File: config.mk
export PLATFORM = sky130hd
export DESIGN_NAME = mbox_cache_cycle_arbiter_flat
export DESIGN_NICKNAME = d
export VERILOG_FILES = /design/src/rtl/mbox_cache_cycle_arbiter_if.sv /design/src/rtl/mbox_cache_cycle_arbiter.sv /design/src/flat_wrapper.sv
export SDC_FILE = /design/constraint.sdc
export NUM_CORES = 1
export LEC_CHECK = 0
export CAP_MARGIN = 30
export CORE_MARGIN = 2
export CORE_UTILIZATION = 50
export CTS_BUF_LIST = sky130_fd_sc_hd__clkbuf_4 sky130_fd_sc_hd__clkbuf_8
export DETAILED_ROUTE_END_ITERATION = 10
export DONT_BUFFER_PORTS = 1
export GPL_TIMING_DRIVEN = 0
export SYNTH_ARGS = -nofsm -noshare
export SYNTH_HDL_FRONTEND = slang
export SYNTH_SLANG_ARGS = --single-unit
File: constraint.sdc
create_clock -name clk -period 2 [get_ports clk]
set_clock_uncertainty 0.05 [all_clocks]
set_input_delay 0.2 -clock clk [delete_from_list [all_inputs] [get_ports clk]]
set_output_delay 0.2 -clock clk [all_outputs]
set_load 0.005 [all_outputs]
File: src/rtl/mbox_cache_cycle_arbiter_if.sv
// Request, strobe and grant signals between the MBOX requesters/sequencer and the cycle arbiter.
// The arbiter takes the slave side; requesters and the cache sequencer take the master side.
interface mbox_cache_cycle_arbiter_if;
   logic mb_req;
   logic cca_req;
   logic chan_req;
   logic ebox_req;
   logic page_fail_hold;
   logic cyc_done;
   logic cyc_abort;
   logic err_clr;
   logic mb_grant;
   logic cca_grant;
   logic chan_grant;
   logic ebox_grant;
   logic mb_cyc;
   logic cca_cyc;
   logic chan_cyc;
   logic ebox_cyc;
   logic cyc_t0;
   logic ebox_retry_req;
   logic busy;
   logic timeout_err;

   modport master (
      output mb_req, cca_req, chan_req, ebox_req, page_fail_hold,
             cyc_done, cyc_abort, err_clr,
      input  mb_grant, cca_grant, chan_grant, ebox_grant,
             mb_cyc, cca_cyc, chan_cyc, ebox_cyc,
             cyc_t0, ebox_retry_req, busy, timeout_err
   );

   modport slave (
      input  mb_req, cca_req, chan_req, ebox_req, page_fail_hold,
             cyc_done, cyc_abort, err_clr,
      output mb_grant, cca_grant, chan_grant, ebox_grant,
             mb_cyc, cca_cyc, chan_cyc, ebox_cyc,
             cyc_t0, ebox_retry_req, busy, timeout_err
   );
endinterface

File: src/rtl/mbox_cache_cycle_arbiter.sv
// Arbitrates the shared MBOX cache cycle path among MB, CCA, CHAN and EBOX; owner held until done/abort/timeout.
// Latency: request sampled in IDLE -> grant pulse next cycle; minimum grant-to-grant spacing of 4 cycles.
// Backpressure: level requests are not latched; losers simply keep requesting until sampled in IDLE.
module mbox_cache_cycle_arbiter #(
   parameter int TIMEOUT_CYCLES = 255,
   parameter int CNT_W          = 8,
   parameter int EBOX_STARVE    = 4
) (
   input logic                         clk,
   input logic                         reset_n,
   mbox_cache_cycle_arbiter_if.slave   bus
);

   localparam int SW = $clog2(EBOX_STARVE + 1);
   localparam logic [SW-1:0]    STARVE_MAX = SW'(EBOX_STARVE);
   localparam logic [CNT_W-1:0] WD_LAST    = CNT_W'(TIMEOUT_CYCLES - 1);

   typedef enum logic [1:0] {IDLE, GRANT, ACTIVE, RECOVER} state_t;

   // owner vectors are one-hot: bit0 MB, bit1 CCA, bit2 CHAN, bit3 EBOX
   state_t           state_q, state_d;
   logic [3:0]       owner_q, owner_d;
   logic [SW-1:0]    starve_q, starve_d;
   logic [CNT_W-1:0] wd_q, wd_d;
   logic             err_q, err_d;
   logic             retry_d;
   logic             ebox_el;
   logic [3:0]       winner;

   logic [3:0]       grant_q, cyc_q;
   logic             t0_q, retry_q, busy_q;

   always_comb begin
      ebox_el = bus.ebox_req & ~bus.page_fail_hold;
      winner  = 4'b0000;
      if (bus.mb_req)
         winner = 4'b0001;
      else if (ebox_el && starve_q == STARVE_MAX)
         winner = 4'b1000;
      else if (bus.cca_req)
         winner = 4'b0010;
      else if (bus.chan_req)
         winner = 4'b0100;
      else if (ebox_el)
         winner = 4'b1000;
   end

   always_comb begin
      state_d  = state_q;
      owner_d  = owner_q;
      starve_d = starve_q;
      wd_d     = wd_q;
      retry_d  = 1'b0;
      err_d    = err_q & ~bus.err_clr;
      case (state_q)
         IDLE: begin
            if (|winner) begin
               owner_d = winner;
               state_d = GRANT;
            end
            if (winner[3] || !ebox_el)
               starve_d = '0;
            else if ((winner[1] || winner[2]) && starve_q != STARVE_MAX)
               starve_d = starve_q + SW'(1);
         end
         GRANT: begin
            wd_d    = '0;
            state_d = ACTIVE;
         end
         ACTIVE: begin
            wd_d = wd_q + CNT_W'(1);
            // done outranks abort, which outranks the watchdog
            if (bus.cyc_done) begin
               state_d = RECOVER;
            end else if (bus.cyc_abort) begin
               state_d = RECOVER;
               retry_d = owner_q[3];
            end else if (wd_q == WD_LAST) begin
               state_d = RECOVER;
               err_d   = 1'b1;
            end
         end
         RECOVER: begin
            owner_d = '0;
            state_d = IDLE;
         end
         default: state_d = IDLE;
      endcase
   end

   always_ff @(posedge clk) begin
      if (!reset_n) begin
         state_q  <= IDLE;
         owner_q  <= '0;
         starve_q <= '0;
         wd_q     <= '0;
         err_q    <= 1'b0;
         grant_q  <= '0;
         cyc_q    <= '0;
         t0_q     <= 1'b0;
         retry_q  <= 1'b0;
         busy_q   <= 1'b0;
      end else begin
         state_q  <= state_d;
         owner_q  <= owner_d;
         starve_q <= starve_d;
         wd_q     <= wd_d;
         err_q    <= err_d;
         grant_q  <= (state_d == GRANT) ? owner_d : 4'b0000;
         cyc_q    <= (state_d == GRANT || state_d == ACTIVE) ? owner_d : 4'b0000;
         t0_q     <= (state_d == GRANT);
         retry_q  <= retry_d;
         busy_q   <= (state_d != IDLE);
      end
   end

   assign bus.mb_grant       = grant_q[0];
   assign bus.cca_grant      = grant_q[1];
   assign bus.chan_grant     = grant_q[2];
   assign bus.ebox_grant     = grant_q[3];
   assign bus.mb_cyc         = cyc_q[0];
   assign bus.cca_cyc        = cyc_q[1];
   assign bus.chan_cyc       = cyc_q[2];
   assign bus.ebox_cyc       = cyc_q[3];
   assign bus.cyc_t0         = t0_q;
   assign bus.ebox_retry_req = retry_q;
   assign bus.busy           = busy_q;
   assign bus.timeout_err    = err_q;

endmodule

File: src/flat_wrapper.sv
// flat-port wrapper written by rule: the top's interface ports become plain ports
module mbox_cache_cycle_arbiter_flat 
#(
   parameter int TIMEOUT_CYCLES = 255,
   parameter int CNT_W          = 8,
   parameter int EBOX_STARVE    = 4
)
  (clk, reset_n, bus_mb_req, bus_cca_req, bus_chan_req, bus_ebox_req, bus_page_fail_hold, bus_cyc_done, bus_cyc_abort, bus_err_clr, bus_mb_grant, bus_cca_grant, bus_chan_grant, bus_ebox_grant, bus_mb_cyc, bus_cca_cyc, bus_chan_cyc, bus_ebox_cyc, bus_cyc_t0, bus_ebox_retry_req, bus_busy, bus_timeout_err);
  mbox_cache_cycle_arbiter_if bus_i ();
  input logic clk;
  input logic reset_n;
  input wire logic [$bits(bus_i.mb_req)-1:0] bus_mb_req;
  input wire logic [$bits(bus_i.cca_req)-1:0] bus_cca_req;
  input wire logic [$bits(bus_i.chan_req)-1:0] bus_chan_req;
  input wire logic [$bits(bus_i.ebox_req)-1:0] bus_ebox_req;
  input wire logic [$bits(bus_i.page_fail_hold)-1:0] bus_page_fail_hold;
  input wire logic [$bits(bus_i.cyc_done)-1:0] bus_cyc_done;
  input wire logic [$bits(bus_i.cyc_abort)-1:0] bus_cyc_abort;
  input wire logic [$bits(bus_i.err_clr)-1:0] bus_err_clr;
  output wire logic [$bits(bus_i.mb_grant)-1:0] bus_mb_grant;
  output wire logic [$bits(bus_i.cca_grant)-1:0] bus_cca_grant;
  output wire logic [$bits(bus_i.chan_grant)-1:0] bus_chan_grant;
  output wire logic [$bits(bus_i.ebox_grant)-1:0] bus_ebox_grant;
  output wire logic [$bits(bus_i.mb_cyc)-1:0] bus_mb_cyc;
  output wire logic [$bits(bus_i.cca_cyc)-1:0] bus_cca_cyc;
  output wire logic [$bits(bus_i.chan_cyc)-1:0] bus_chan_cyc;
  output wire logic [$bits(bus_i.ebox_cyc)-1:0] bus_ebox_cyc;
  output wire logic [$bits(bus_i.cyc_t0)-1:0] bus_cyc_t0;
  output wire logic [$bits(bus_i.ebox_retry_req)-1:0] bus_ebox_retry_req;
  output wire logic [$bits(bus_i.busy)-1:0] bus_busy;
  output wire logic [$bits(bus_i.timeout_err)-1:0] bus_timeout_err;
  assign bus_i.mb_req = bus_mb_req;
  assign bus_i.cca_req = bus_cca_req;
  assign bus_i.chan_req = bus_chan_req;
  assign bus_i.ebox_req = bus_ebox_req;
  assign bus_i.page_fail_hold = bus_page_fail_hold;
  assign bus_i.cyc_done = bus_cyc_done;
  assign bus_i.cyc_abort = bus_cyc_abort;
  assign bus_i.err_clr = bus_err_clr;
  assign bus_mb_grant = bus_i.mb_grant;
  assign bus_cca_grant = bus_i.cca_grant;
  assign bus_chan_grant = bus_i.chan_grant;
  assign bus_ebox_grant = bus_i.ebox_grant;
  assign bus_mb_cyc = bus_i.mb_cyc;
  assign bus_cca_cyc = bus_i.cca_cyc;
  assign bus_chan_cyc = bus_i.chan_cyc;
  assign bus_ebox_cyc = bus_i.ebox_cyc;
  assign bus_cyc_t0 = bus_i.cyc_t0;
  assign bus_ebox_retry_req = bus_i.ebox_retry_req;
  assign bus_busy = bus_i.busy;
  assign bus_timeout_err = bus_i.timeout_err;
  mbox_cache_cycle_arbiter #(.TIMEOUT_CYCLES(TIMEOUT_CYCLES), .CNT_W(CNT_W), .EBOX_STARVE(EBOX_STARVE)) u_core (.clk(clk), .reset_n(reset_n), .bus(bus_i));
endmodule
==> results.toml, run 1 <==
[run_status]
outcome = "complete, no violations"

[global_route]
antenna_found_initial = 0
grt_pass1_vias = 952
gr-usage-all-layers_pct = 19.5
grt_pass1_wl_um = 3980
grt_max_degree = 11
grt-ovfl-total = 0

[clock_tree]
cts_tree = "yes"
cts_buffers = 5
cts_max_level = 2
clockBufferDepth = 2
insertion_delay_ps = 320
cts_root_buffer = "clkbuf_4"
cts_sinks = 29
path_clk_slew_ps = 90

[yosys]
synth.area.top_cells = "dfxtp_1 (45%), ha_1 (7.8%), a21oi_1 (7.4%)"
netlist_area_um2 = 1290
synthCells = 142
ys_ff_latch = 29
synth_top_area_share_pct = 45.0
avgSynthCellArea_um2 = 9.08
syn_nets = 160
yosysSeqAreaShare_pct = 45.0
yosys_warnings = 0
yosys.area.top_type = "dfxtp_1"
synth_cell_type_count = 34

[worst_setup_path]
path_class = "reg -> reg"
end_kind = "flip-flop"
worstPathRequired_ps = 2160
path_max_fanout = 10
critPathSlowestCell = "dfxtp_1"
cp.arrival_ps = 2020
worstSetupStartpointType = "flip-flop"
max_stage_delay_ps = 330
crit_chain = "inv_2 > ha_1 > buf_4 > nor2b_1 > buf_4 > nand4_1 > o31ai_2 > ha_1 > nand2_2 > a21oi_1"

[min_path]
hp-class = "in -> reg"

[final_layout]
antennaDiodeCount = 0
utilization_pct = 59.4
drive_gt1_share_pct = 14.1
syn2layout_area_growth_pct = 13.1
final_nets = 173

[power]
power_frac_clock_pct = 30.2
power.density_nw_per_um2 = 785
p_leak_nw = 0.532
pwr-share-seq_pct = 53.7
p_comb_share_pct = 16.1
p_int_mw = 0.826
switchingPower_mw = 0.320
vdd_drop_max_uv = 736
p_sw_share_pct = 27.9

[timing]
max_freq_ghz = 0.538
hold_viol = 0
drv_slew = 0
whs_ps = 35.4
tightest_slew_ps = 660
post-route-period-util_pct = 92.9
slew_headroom_pct = 55.5
fin_crit_ps = 1860
setup_viol = 0

[floorplan]
rows = 18
die_area_um2 = 3000
fp.coreArea_um2 = 2450
die_h_um = 54.8
ios = 22
die_x_um = 54.8
start_util_pct = 52.5

[routing]
finalWirelength_um = 2590
via_per_inst = 5.70
drtIter0Drc = 20
firstDrtPassIters = 4
wire_per_inst_um = 13.9
postRouteAntennaNets = 0
drc_errors = 0
dr_total_vias = 1060

[placed_design]
portBuffers = 0
place.gp.congestion = 0.745
dpl.hpwl_um = 1870

[flow_run]
drv_cap = 0
[cells in the mapped netlist (all sizes together)]
| library cell | number |
|---|---|
| nand2b | 1 |
| nand3b | 1 |
| o311a | 1 |
| a41oi | 4 |
| a31o | 1 |
| nand4 | 8 |
| nand4b | 3 |
| buf | 3 |
| ha | 8 |
| and2b | 1 |
| nor3b | 1 |
| and2 | 4 |
| nor2 | 10 |
| o31ai | 1 |
| or3 | 4 |
| nor2b | 2 |
| a21boi | 1 |
| nand3 | 5 |
| xor2 | 3 |
| a21oi | 19 |
| o2bb2ai | 1 |
| a2bb2oi | 1 |
| and3b | 1 |
| a31oi | 1 |
| o31a | 1 |
| dfxtp | 29 |
| a221oi | 1 |
| clkbuf | 1 |
| inv | 9 |
| o21ai | 8 |
| nand2 | 8 |
[critical path, delay by kind of cell (launching register included)]
kind	cells	cell delay (ps)
buf+inv	3	360
simple gates	3	360
flops	1	330
fa+ha+maj	2	500
compound gates	2	150
[area by class of cell]
class / instances / area (µm²)
Inverter: 9 / 33.8
Fill cell: 231 / 996
Clock inverter: 2 / 10.0
Buffer: 4 / 30.0
Clock buffer: 6 / 45.0
Sequential cell: 29 / 582
Timing Repair Buffer: 6 / 55.1
Multi-Input combinational cell: 100 / 666
Tap cell: 30 / 37.5
[per-layer routing]
metal	up-vias	track usage, %	share of wire, %
met3	5	8.47	4.7
li1	542	-	-
met4	0	7.50	1.9
met2	21	33.1	48
met5	-	0	0
met1	492	21.3	45
[registers in the layout, summed over array words and instances, names as in the netlist]
signal and count:
u_core.wd_q 8, u_core.bus.cyc_t0 1, u_core.state_q 2, u_core.owner_q 4
u_core.grant_q 4, u_core.bus.busy 1, u_core.bus.ebox_retry_req 1, u_core.starve_q 3
u_core.cyc_q 4, u_core.bus.timeout_err 1
[through the flow]
stage	setup slack (ps)	std cells	cell area (µm²)	TNS, ps	power, mW
after floorplan	198	142	1290	0	0.752
after global placement	-0.789	172	1330	-0.789	0.787
final	142	186	1460	0	1.15
after detailed placement	-35.8	172	1330	-96.8	0.789
after global routing	-0.562	186	1460	-0.562	1.21
after CTS	13.3	183	1420	0	1.14
[logic make-up after synthesis]
kind of cell / Yosys count / synth area share, %
flip-flops: 29 / 45.0
buffers and inverters: 13 / 4.75
AND/OR/NAND/NOR: 49 / 21.0
AO/OA/AOI/OAI: 40 / 19.5
adder cells (fa/ha/maj): 8 / 7.76
XOR/XNOR: 3 / 2.04
[power groups by stage]
stage | sequential [mW] | clock (mW) | combinational [mW]
detailed placement | 0.629 | 0 | 0.160
global placement | 0.628 | 0 | 0.158
CTS | 0.615 | 0.357 | 0.170
floorplan | 0.625 | 0 | 0.126
global route | 0.619 | 0.388 | 0.206
finish | 0.615 | 0.346 | 0.185
[placed cells by master (no fill, tap or decap), drive strengths merged, types with 2 or more instances in the layout]
cell type / instances
nand4b: 3
a41oi: 4
nor2: 10
inv: 9
or3: 4
o21ai: 8
dfxtp: 29
nand3: 5
dlygate4sd3: 4
a21oi: 19
nand4: 8
and2: 4
nand2: 8
clkinv: 2
ha: 8
nor2b: 2
clkbuf: 7
buf: 5
xor2: 3
[path summary, 6_finish.rpt]
path	slack (ps)	to	from	cells past startpoint
min	40	u_core.cyc_q[1]$_SDFF_PN0_	bus_cca_req	2
max reg2reg	140	u_core.cyc_q[3]$_SDFF_PN0_	u_core.state_q[0]$_SDFF_PN0_	10
max	140	u_core.cyc_q[3]$_SDFF_PN0_	u_core.state_q[0]$_SDFF_PN0_	10
min reg2reg	450	u_core.wd_q[6]$_SDFFE_PN0P_	u_core.wd_q[6]$_SDFFE_PN0P_	2
[timing repair]
action	4_1_cts	5_1_grt
gates resized for setup	2	6
setup buffers	0	2
hold buffers	3	1
hold endpoints to repair	8	1
endpoints found under the setup margin	4	9
pin swaps	0	1
Note: power is estimated with default switching activity, not from simulation.
==> run 2: changes to the inputs <==
--- a/config.mk
+++ b/config.mk
@@ -6,7 +6,6 @@
 export NUM_CORES = 1
 export LEC_CHECK = 0
 export CAP_MARGIN = 30
-export CORE_MARGIN = 2
 export CORE_UTILIZATION = 50
 export CTS_BUF_LIST = sky130_fd_sc_hd__clkbuf_4 sky130_fd_sc_hd__clkbuf_8
 export DETAILED_ROUTE_END_ITERATION = 10
==> results.toml, run 2 (synthesis results as in run 1) <==
[routing]
via_per_inst = 5.77
wire_per_inst_um = 14.5
finalWirelength_um = 2710
postRouteAntennaNets = 0
firstDrtPassIters = 4
drc_errors = 0
drtIter0Drc = 8
dr_total_vias = 1079

[clock_tree]
insertion_delay_ps = 320
cts_sinks = 29
cts_max_level = 2
cts_tree = "yes"
path_clk_slew_ps = 90
cts_buffers = 5
cts_root_buffer = "clkbuf_4"
clockBufferDepth = 2

[global_route]
grt-ovfl-total = 0
grt_pass1_vias = 1005
antenna_found_initial = 0
grt_max_degree = 11
gr-usage-all-layers_pct = 22.0
grt_pass1_wl_um = 4310

[placed_design]
place_area_um2 = 1330
dpl.hpwl_um = 1870
placed_cells = 172
dp_slack_ps = -43.2
place.gp.congestion = 0.728
portBuffers = 0

[worst_setup_path]
worstPathRequired_ps = 2170
path_class = "reg -> reg"
cp.arrival_ps = 2030
reg2reg_from = "u_core.state_q[0]$_SDFF_PN0_"
end_kind = "flip-flop"
worstSetupStartpointType = "flip-flop"
critPathLaunch = "u_core.state_q[0]$_SDFF_PN0_"
path_max_fanout = 10

[final_layout]
regMostFlops = "u_core.wd_q"
layout_common_cells = "dfxtp_1 (28), a21oi_1 (18), nor2_1 (10)"
layout_commonest_cell = "dfxtp_1"
final_nets = 174
drive_gt1_share_pct = 15.3
stdcell_count = 187
syn2layout_area_growth_pct = 14.3
utilization_pct = 60.0
largest_reg_flops = 8
final_area_um2 = 1470
antennaDiodeCount = 0

[run_status]
outcome = "complete, no violations"

[timing]
tightest_slew_ps = 678
setup_viol = 0
whs_ps = 27.1
hold_viol = 0
post-route-period-util_pct = 93.3
setup_slack_ps = 134
slew_headroom_pct = 54.3
fin_crit_ps = 1870
max_freq_ghz = 0.536
fin_setup_tns_ps = 0
drv_slew = 0

[floorplan]
rows = 18
ios = 22
start_util_pct = 52.5
die_x_um = 52.8
die_area_um2 = 2790
die_h_um = 52.8
fp.coreArea_um2 = 2450

[power]
power.density_nw_per_um2 = 785
vdd_drop_max_uv = 648
p_total_mw = 1.16
p_leak_nw = 0.538

[min_path]
min_from = "bus_cca_req"
hp-class = "in -> reg"

[flow_run]
drv_cap = 0
==> run 2: changes by cell type in the layout (fill, tap and decap cells not counted) <==
cell,before,now
a21oi_1,19,18
a21oi_2,0,1
buf_6,1,2
==> run 2: layer usage <==
| metal | vias to the layer above | part of all wire (%) | global-route usage, % |
|---|---|---|---|
| li1 | 542 | - | - |
| met1 | 515 | 45 | 24.9 |
| met2 | 16 | 49 | 37.1 |
| met3 | 6 | 3.9 | 7.54 |
| met4 | 0 | 1.8 | 9.21 |
| met5 | - | 0 | 0 |
==> run 2: cell type report <==
class | count | area (µm²)
inverter | 9 | 33.8
clock inverter | 2 | 10.0
clock buffer | 6 | 45.0
multi-input combinational | 100 | 669
fill | 230 | 981
sequential | 29 | 582
buffer | 4 | 33.8
tap | 30 | 37.5
timing repair buffer | 7 | 62.6
==> run 2: critical path: stages (launching register included) <==
cell	delay, ps
dfxtp_1	330
inv_2	50
ha_1	200
buf_6	140
nor2b_1	130
buf_4	150
nand4_1	140
o31ai_2	100
ha_1	310
nand2_2	120
a21oi_1	50
==> run 2: worst paths after layout <==
path	to	slack [ps]	depth (start not counted)
worst max-delay path	u_core.cyc_q[1]$_SDFF_PN0_	130	10
worst min-delay path	u_core.grant_q[1]$_SDFF_PN0_	30	2
worst max register to register	u_core.cyc_q[1]$_SDFF_PN0_	130	10
worst min register to register	u_core.wd_q[6]$_SDFFE_PN0P_	450	2
==> run 2: timing repair <==
| action | in CTS | in global routing |
|---|---|---|
| hold endpoints to repair | 7 | 1 |
| buffers inserted | 0 | 3 |
| resized for setup | 3 | 6 |
| endpoints found under the setup margin | 4 | 9 |
| pin swaps | 0 | 1 |
| hold buffers | 3 | 1 |
==> run 2: power breakdown <==
part           leakage [nW]  total, mW  switching, mW  internal, mW
Clock                0.0354      0.349          0.202         0.147
Sequential            0.236      0.616         0.0127         0.603
Combinational         0.267      0.192          0.111        0.0811
Total                 0.538       1.16          0.326         0.831
